===== src/rtl/addr_sequencer.sv =====
// Digit-index sequencer: free-running prescaled count or single-step, up/down with wrap.
// Optional step debounce enabled by defining SEQ_DEBOUNCE_EN.
module addr_sequencer #(
    parameter int TICK_DIV   = 25000000,
    parameter int DIV_W      = 25,
    parameter int LAST       = 15,
    parameter int DEB_CYCLES = 1000000
) (
    input  logic       clk,
    input  logic       rst_n,
    input  logic       run,
    input  logic       dir,
    input  logic       step_btn,
    output logic [3:0] addr,
    output logic       tick,
    output logic       wrap
);

    typedef enum logic {
        PAUSE = 1'b0,
        RUN   = 1'b1
    } state_t;

    localparam logic [DIV_W-1:0] DIV_TERM = DIV_W'(TICK_DIV - 1);
    localparam logic [3:0]       LAST_V   = 4'(LAST);

    // Reject configurations the arithmetic below cannot honour
    if (TICK_DIV < 2 || LAST < 0 || LAST > 15 || DEB_CYCLES < 1 ||
        (DIV_W < 31 && (64'(1) << DIV_W) < 64'(TICK_DIV))) begin : g_bad_param
        $error("addr_sequencer: illegal parameter combination");
    end

    state_t           state_reg;
    state_t           state_next;
    logic             run_m, run_s;
    logic             dir_m, dir_s;
    logic             step_m, step_s;
    logic             step_lvl;
    logic             step_d;
    logic             step_edge;
    logic [DIV_W-1:0] div_reg;
    logic             terminal;
    logic             advance;
    logic [3:0]       addr_reg, addr_next;
    logic             tick_reg;
    logic             wrap_reg, wrap_next;

    always_ff @(posedge clk) begin
        if (!rst_n) begin
            run_m  <= 1'b0;
            run_s  <= 1'b0;
            dir_m  <= 1'b0;
            dir_s  <= 1'b0;
            step_m <= 1'b0;
            step_s <= 1'b0;
        end else begin
            run_m  <= run;
            run_s  <= run_m;
            dir_m  <= dir;
            dir_s  <= dir_m;
            step_m <= step_btn;
            step_s <= step_m;
        end
    end

`ifdef SEQ_DEBOUNCE_EN
    localparam int DEB_W = $clog2(DEB_CYCLES + 1);

    logic [DEB_W-1:0] deb_cnt_reg;
    logic             deb_lvl_reg;

    // Filtered level flips only after DEB_CYCLES consecutive disagreeing samples
    always_ff @(posedge clk) begin
        if (!rst_n) begin
            deb_cnt_reg <= '0;
            deb_lvl_reg <= 1'b0;
        end else if (step_s != deb_lvl_reg) begin
            if (deb_cnt_reg == DEB_W'(DEB_CYCLES - 1)) begin
                deb_lvl_reg <= step_s;
                deb_cnt_reg <= '0;
            end else begin
                deb_cnt_reg <= deb_cnt_reg + 1'b1;
            end
        end else begin
            deb_cnt_reg <= '0;
        end
    end

    assign step_lvl = deb_lvl_reg;
`else
    assign step_lvl = step_s;
`endif

    assign step_edge = step_lvl & ~step_d;
    assign terminal  = (div_reg == DIV_TERM);

    always_ff @(posedge clk) begin
        if (!rst_n) begin
            state_reg <= PAUSE;
            step_d    <= 1'b0;
            div_reg   <= '0;
        end else begin
            state_reg <= state_next;
            step_d    <= step_lvl;
            if (state_reg == RUN) begin
                div_reg <= terminal ? '0 : div_reg + 1'b1;
            end else begin
                div_reg <= '0;
            end
        end
    end

    // Advance source is chosen by the current state, so a step during the
    // RUN->PAUSE transition cycle is dropped.
    always_comb begin
        state_next = state_reg;
        advance    = 1'b0;
        case (state_reg)
            PAUSE: begin
                advance = step_edge;
                if (run_s) state_next = RUN;
            end
            RUN: begin
                advance = terminal;
                if (!run_s) state_next = PAUSE;
            end
            default: state_next = PAUSE;
        endcase
    end

    always_comb begin
        addr_next = addr_reg;
        wrap_next = 1'b0;
        if (dir_s) begin
            wrap_next = (addr_reg == 4'd0);
            addr_next = wrap_next ? LAST_V : addr_reg - 1'b1;
        end else begin
            wrap_next = (addr_reg == LAST_V);
            addr_next = wrap_next ? 4'd0 : addr_reg + 1'b1;
        end
    end

    always_ff @(posedge clk) begin
        if (!rst_n) begin
            addr_reg <= 4'd0;
            tick_reg <= 1'b0;
            wrap_reg <= 1'b0;
        end else begin
            tick_reg <= advance;
            wrap_reg <= advance & wrap_next;
            if (advance) addr_reg <= addr_next;
        end
    end

    assign addr = addr_reg;
    assign tick = tick_reg;
    assign wrap = wrap_reg;

endmodule


===== config.mk =====
export PLATFORM = sky130hd
export DESIGN_NAME = addr_sequencer
export DESIGN_NICKNAME = d
export VERILOG_FILES = /design/src/rtl/addr_sequencer.sv
export SDC_FILE = /design/constraint.sdc
export NUM_CORES = 1
export LEC_CHECK = 0
export CAP_MARGIN = 20
export CELL_PAD_IN_SITES_DETAIL_PLACEMENT = 1
export CELL_PAD_IN_SITES_GLOBAL_PLACEMENT = 2
export CORE_MARGIN = 2
export CORE_UTILIZATION = 25
export CTS_CLUSTER_SIZE = 20
export DETAILED_ROUTE_END_ITERATION = 7
export PLACE_DENSITY_LB_ADDON = 0.1
export SYNTH_ARGS = -nofsm -noshare
export SYNTH_HDL_FRONTEND = slang
export SYNTH_SLANG_ARGS = --single-unit

===== constraint.sdc =====
create_clock -name clk -period 2.2 [get_ports clk]
set_input_delay 0.22 -clock clk [delete_from_list [all_inputs] [get_ports clk]]
set_output_delay 0.22 -clock clk [all_outputs]
set_load 0.005 [all_outputs]

## Yosys cells after proc, flatten, opt, wreduce, memory -nomap -nowiden

Index checks and enable logic that the tools add are counted.

- Output and inout bits: 6
- Bits in registers: 39
- Logic and storage cells: 30

- Bitwise gates (word level): 5
- Add/sub/neg operators: 3
- Equality and inequality tests: 2
- Reductions and logical operators: 2
- Mux-type cells: 6

Operator list:

| operator | count |
|---|---|
| $add A25 B1 Y25 const B | 1 |
| $eq A25 B25 Y1 const B | 1 |
| $mux W4 | 3 |
| $add A4 B1 Y4 const B | 1 |
| $eq A4 B4 Y1 const B | 1 |
| $logic_not A4 Y1 | 1 |
| $sub A4 B1 Y4 const B | 1 |
| $not A1 Y1 | 3 |
| $reduce_or A3 Y1 | 1 |
| $and A1 B1 Y1 | 2 |
| $mux W1 | 2 |
| $pmux W1 S2 | 1 |

## Longest topological paths before layout

- Word-level depth: 4
- Depth in mapped cells: 7

## Least setup slack after synthesis

No wires, ideal clock.

- Path type: reg-to-reg
- Start point: register div_reg[0]
- End point: register div_reg[10]
- Stages on the path, launching flop included: 7
- Arrival time: 1.659 ns
- Path buffers: 2
- Required time: 2.083 ns
- Slack: 0.423 ns
- Cells stage by stage: dfxtp_1 -> ha_1 -> clkbuf_1 -> nand2_2 -> o311ai_4 -> buf_2 -> nor2_1

- Longest elaborated chain between the ends: 2

Ends and longest elaborated chain:

| element | line | source |
|---|---|---|
| from (decl) | 41 | `logic [DIV_W-1:0] div_reg;` |
| from (signal assigned) | 106 | `div_reg <= terminal ? '0 : div_reg + 1'b1;` |
| branches (longest 2 deep; another with $add A25 B1 Y25) | n/a |  |

Several ways; the timed one is not identified.
A chain may end at the register's enable or synchronous reset.

## Final worst setup path

- Start point: register div_reg[2]
- End point: register div_reg[23]

The elaborated chain is that of the path after synthesis.

==> results by group <==
Outcome
  • Status: completed

STA
  • Fin crit share: 84.8%
  • Crit path time final: between 1.5 and 2 ns
  • Fmax: 0.536 GHz
  • RSZ-0062 raised after global routing: false
  • Max-Slew Margin vs Limit: between 60 and 70%
  • Final setup vio count: 0
  • TNS Setup: 0 ns
  • Pins Over Slew Limit: 0
  • Slew at the pin closest to its max-slew limit: 0.558 ns
  • Final Hold Vio Count: 0
  • Skew final: 0.00598 ns

Synthesis
  • Post-Syn Area: approximately 0.0018 sq mm
  • Post-synth EDFFs: 0
  • Yosys synthesis warning count: 0
  • Mapped Cells: 201
  • Biggest area consumer among synthesized cells: dfxtp_1
  • Mapped Avg Cell Area: 9.12 sq um
  • Library cells used by synthesis: 42
  • Sequential-to-total area share from yosys stat: between 40 and 50%
  • Ys async rst share: 0%
  • Flops & latches, synth: 39
  • Yosys top cell area share: 42.6%
  • Leading post-synthesis cells by cell area: dfxtp_1, xor2_1, nor2_1, a21oi_1, o31ai_1
  • Syn_nets: approximately 210
  • Main synth FF type: dfxtp_1

Cells and area
  • Flip-flop count of the largest register after layout: 25
  • Fin util: around 30%
  • Most frequent cells in the layout: dfxtp_1, nor2_1, nand2_1, a21oi_1, nand3_1
  • Ant. Diodes: 0
  • Fin area: approximately 0.0021 sq mm
  • Nets: 222
  • Fraction of layout cells with a size suffix above 1: 9.30%
  • Commonest non-fill, non-tap cell in the layout: dfxtp_1
  • Area delta synth->final: 17.1%

GRT
  • GR Util All Layers: 12.6%
  • Largest net degree at the start of global routing: 26
  • First-pass GRT wire length: 7.58 mm
  • Vias in the first global route: 1563
  • Initial antenna violation count: 0
  • Global route total overflow: 0

CTS
  • TritonCTS Buffers: 5
  • CTS sink cnt: 39
  • Root buf cell: clkbuf_8
  • Worst-skew pair later-pin latency: between 0.2 and 0.3 ns
  • Post_cts resized: 0
  • Max Root-Sink Buffers: 2
  • Clk slew on worst S/H paths: approximately 0.080 ns
  • Post-CTS Setup Repair Bufs: 0
  • H-tree Lvls: 2
  • TritonCTS clock tree: done
  • Hold buffers post-CTS: 0

Flow run
  • Max Cap Viol: 0

Placement
  • Placed cell areas: 0.00207 sq mm
  • Gpl congestion: 0.735
  • Hpwl dp: approximately 3.4 mm
  • Port bufs: 10

Route
  • Wirelength, routed: roughly 4.6 mm
  • Final ANT Viol Nets: 0
  • Via total after detailed routing: between 1500 and 2000
  • DRC viols: 0
  • DRT Pass-1 Iters: 4
  • DR vias/cell: 4.88
  • Drt wl/cell: roughly 15 um
  • Starting DRT DRC Count: 40

Setup path
  • Critical Path Fanout Max: 25
  • Setup CP Type: flop to flop
  • Worst Setup Start Kind: flop
  • CP endpoint kind: flop
  • WP data arrival: 2.03 ns
  • Required @ worst endpoint: between 2 and 2.5 ns

Floorplanning
  • Starting Density: 25.5%
  • # IOs: 11
  • Total core area: a little over 0.007 sq mm
  • Rows: 31
  • Die Height: 89.6 um
  • Die area: ~0.008 sq mm
  • DIE WIDTH: ~90 um

Hold path
  • Worst Hold Class: flop to flop

Power and ir drop
  • Pwr dens: around 580 mW/mm^2
  • Maximum VDD drop: around 0.26 mV
  • Leak pwr: 0.695 nW
worst max-delay path, cell delays in order (launching register included):
cell and delay [ns]:
dfxtp_1 0.44, and4_1 0.43, nand2_2 0.23, o311ai_4 0.35
buf_12 0.21, a21oi_1 0.07
per-layer routing:
layer / vias to the layer above / GRT usage (%) / part of all wire [%]
li1: 758 / - / -
met1: 752 / 13.9 / 44
met2: 13 / 22.9 / 52
met3: 8 / 3.02 / 2.5
met4: 0 / 5.29 / 1.8
met5: - / 0 / 0
cells in the mapped netlist (all sizes together), types with 5 or more instances:
cell type  instances
or3                5
dfxtp             39
or4                7
o21ai              5
nand4             10
nand3             12
a21oi             13
o31ai              8
and2               9
nand2             15
clkbuf             5
nor2              17
xor2               9
cell families after synthesis:
family                     synth area share (%)
AOI/OAI and AO/OA                          13.0
xor gates and xnor gates                   6.21
adders and majority gates                  2.05
buffers and inverters                      3.07
DFF                                        42.6
muxes                                      2.18
and+or+nand+nor                            30.9
through the flow:
step / std cells / power [mW] / hold WS [ns] / setup slack, ns
after floorplan: 201 / 0.770 / 0.347 / 0.423
after global placement: 306 / 0.794 / 0.415 / 0.380
after detailed placement: 306 / 0.797 / 0.430 / 0.348
after CTS: 314 / 1.28 / 0.444 / 0.313
after global routing: 314 / 1.31 / 0.452 / 0.178
final: 314 / 1.25 / 0.440 / 0.334
worst paths after layout:
| check | from | to | slack (ns) | cells after the start |
|---|---|---|---|---|
| max | div_reg[2] | div_reg[23] | 0.33 | 5 |
| min | step_m | step_lvl | 0.44 | 1 |
| max reg2reg | div_reg[2] | div_reg[23] | 0.33 | 5 |
| min reg2reg | step_m | step_lvl | 0.44 | 1 |
power by group:
group	switching [mW]	total [mW]	internal, mW
combinational	0.0228	0.0520	0.0292
sequential	0.0122	0.728	0.716
clock	0.245	0.468	0.223
total	0.280	1.25	0.967
cell type report:
type                    instances  area (sq um)
inverters                       4          15.0
fillers                       838          5030
well taps                      99           124
multi-input cells             149           996
clock inverters                 1          5.00
repair buffers                 15           150
clock buffers                   7          76.3
flip-flops and latches         39           781
(Power assumes the default switching activity.)
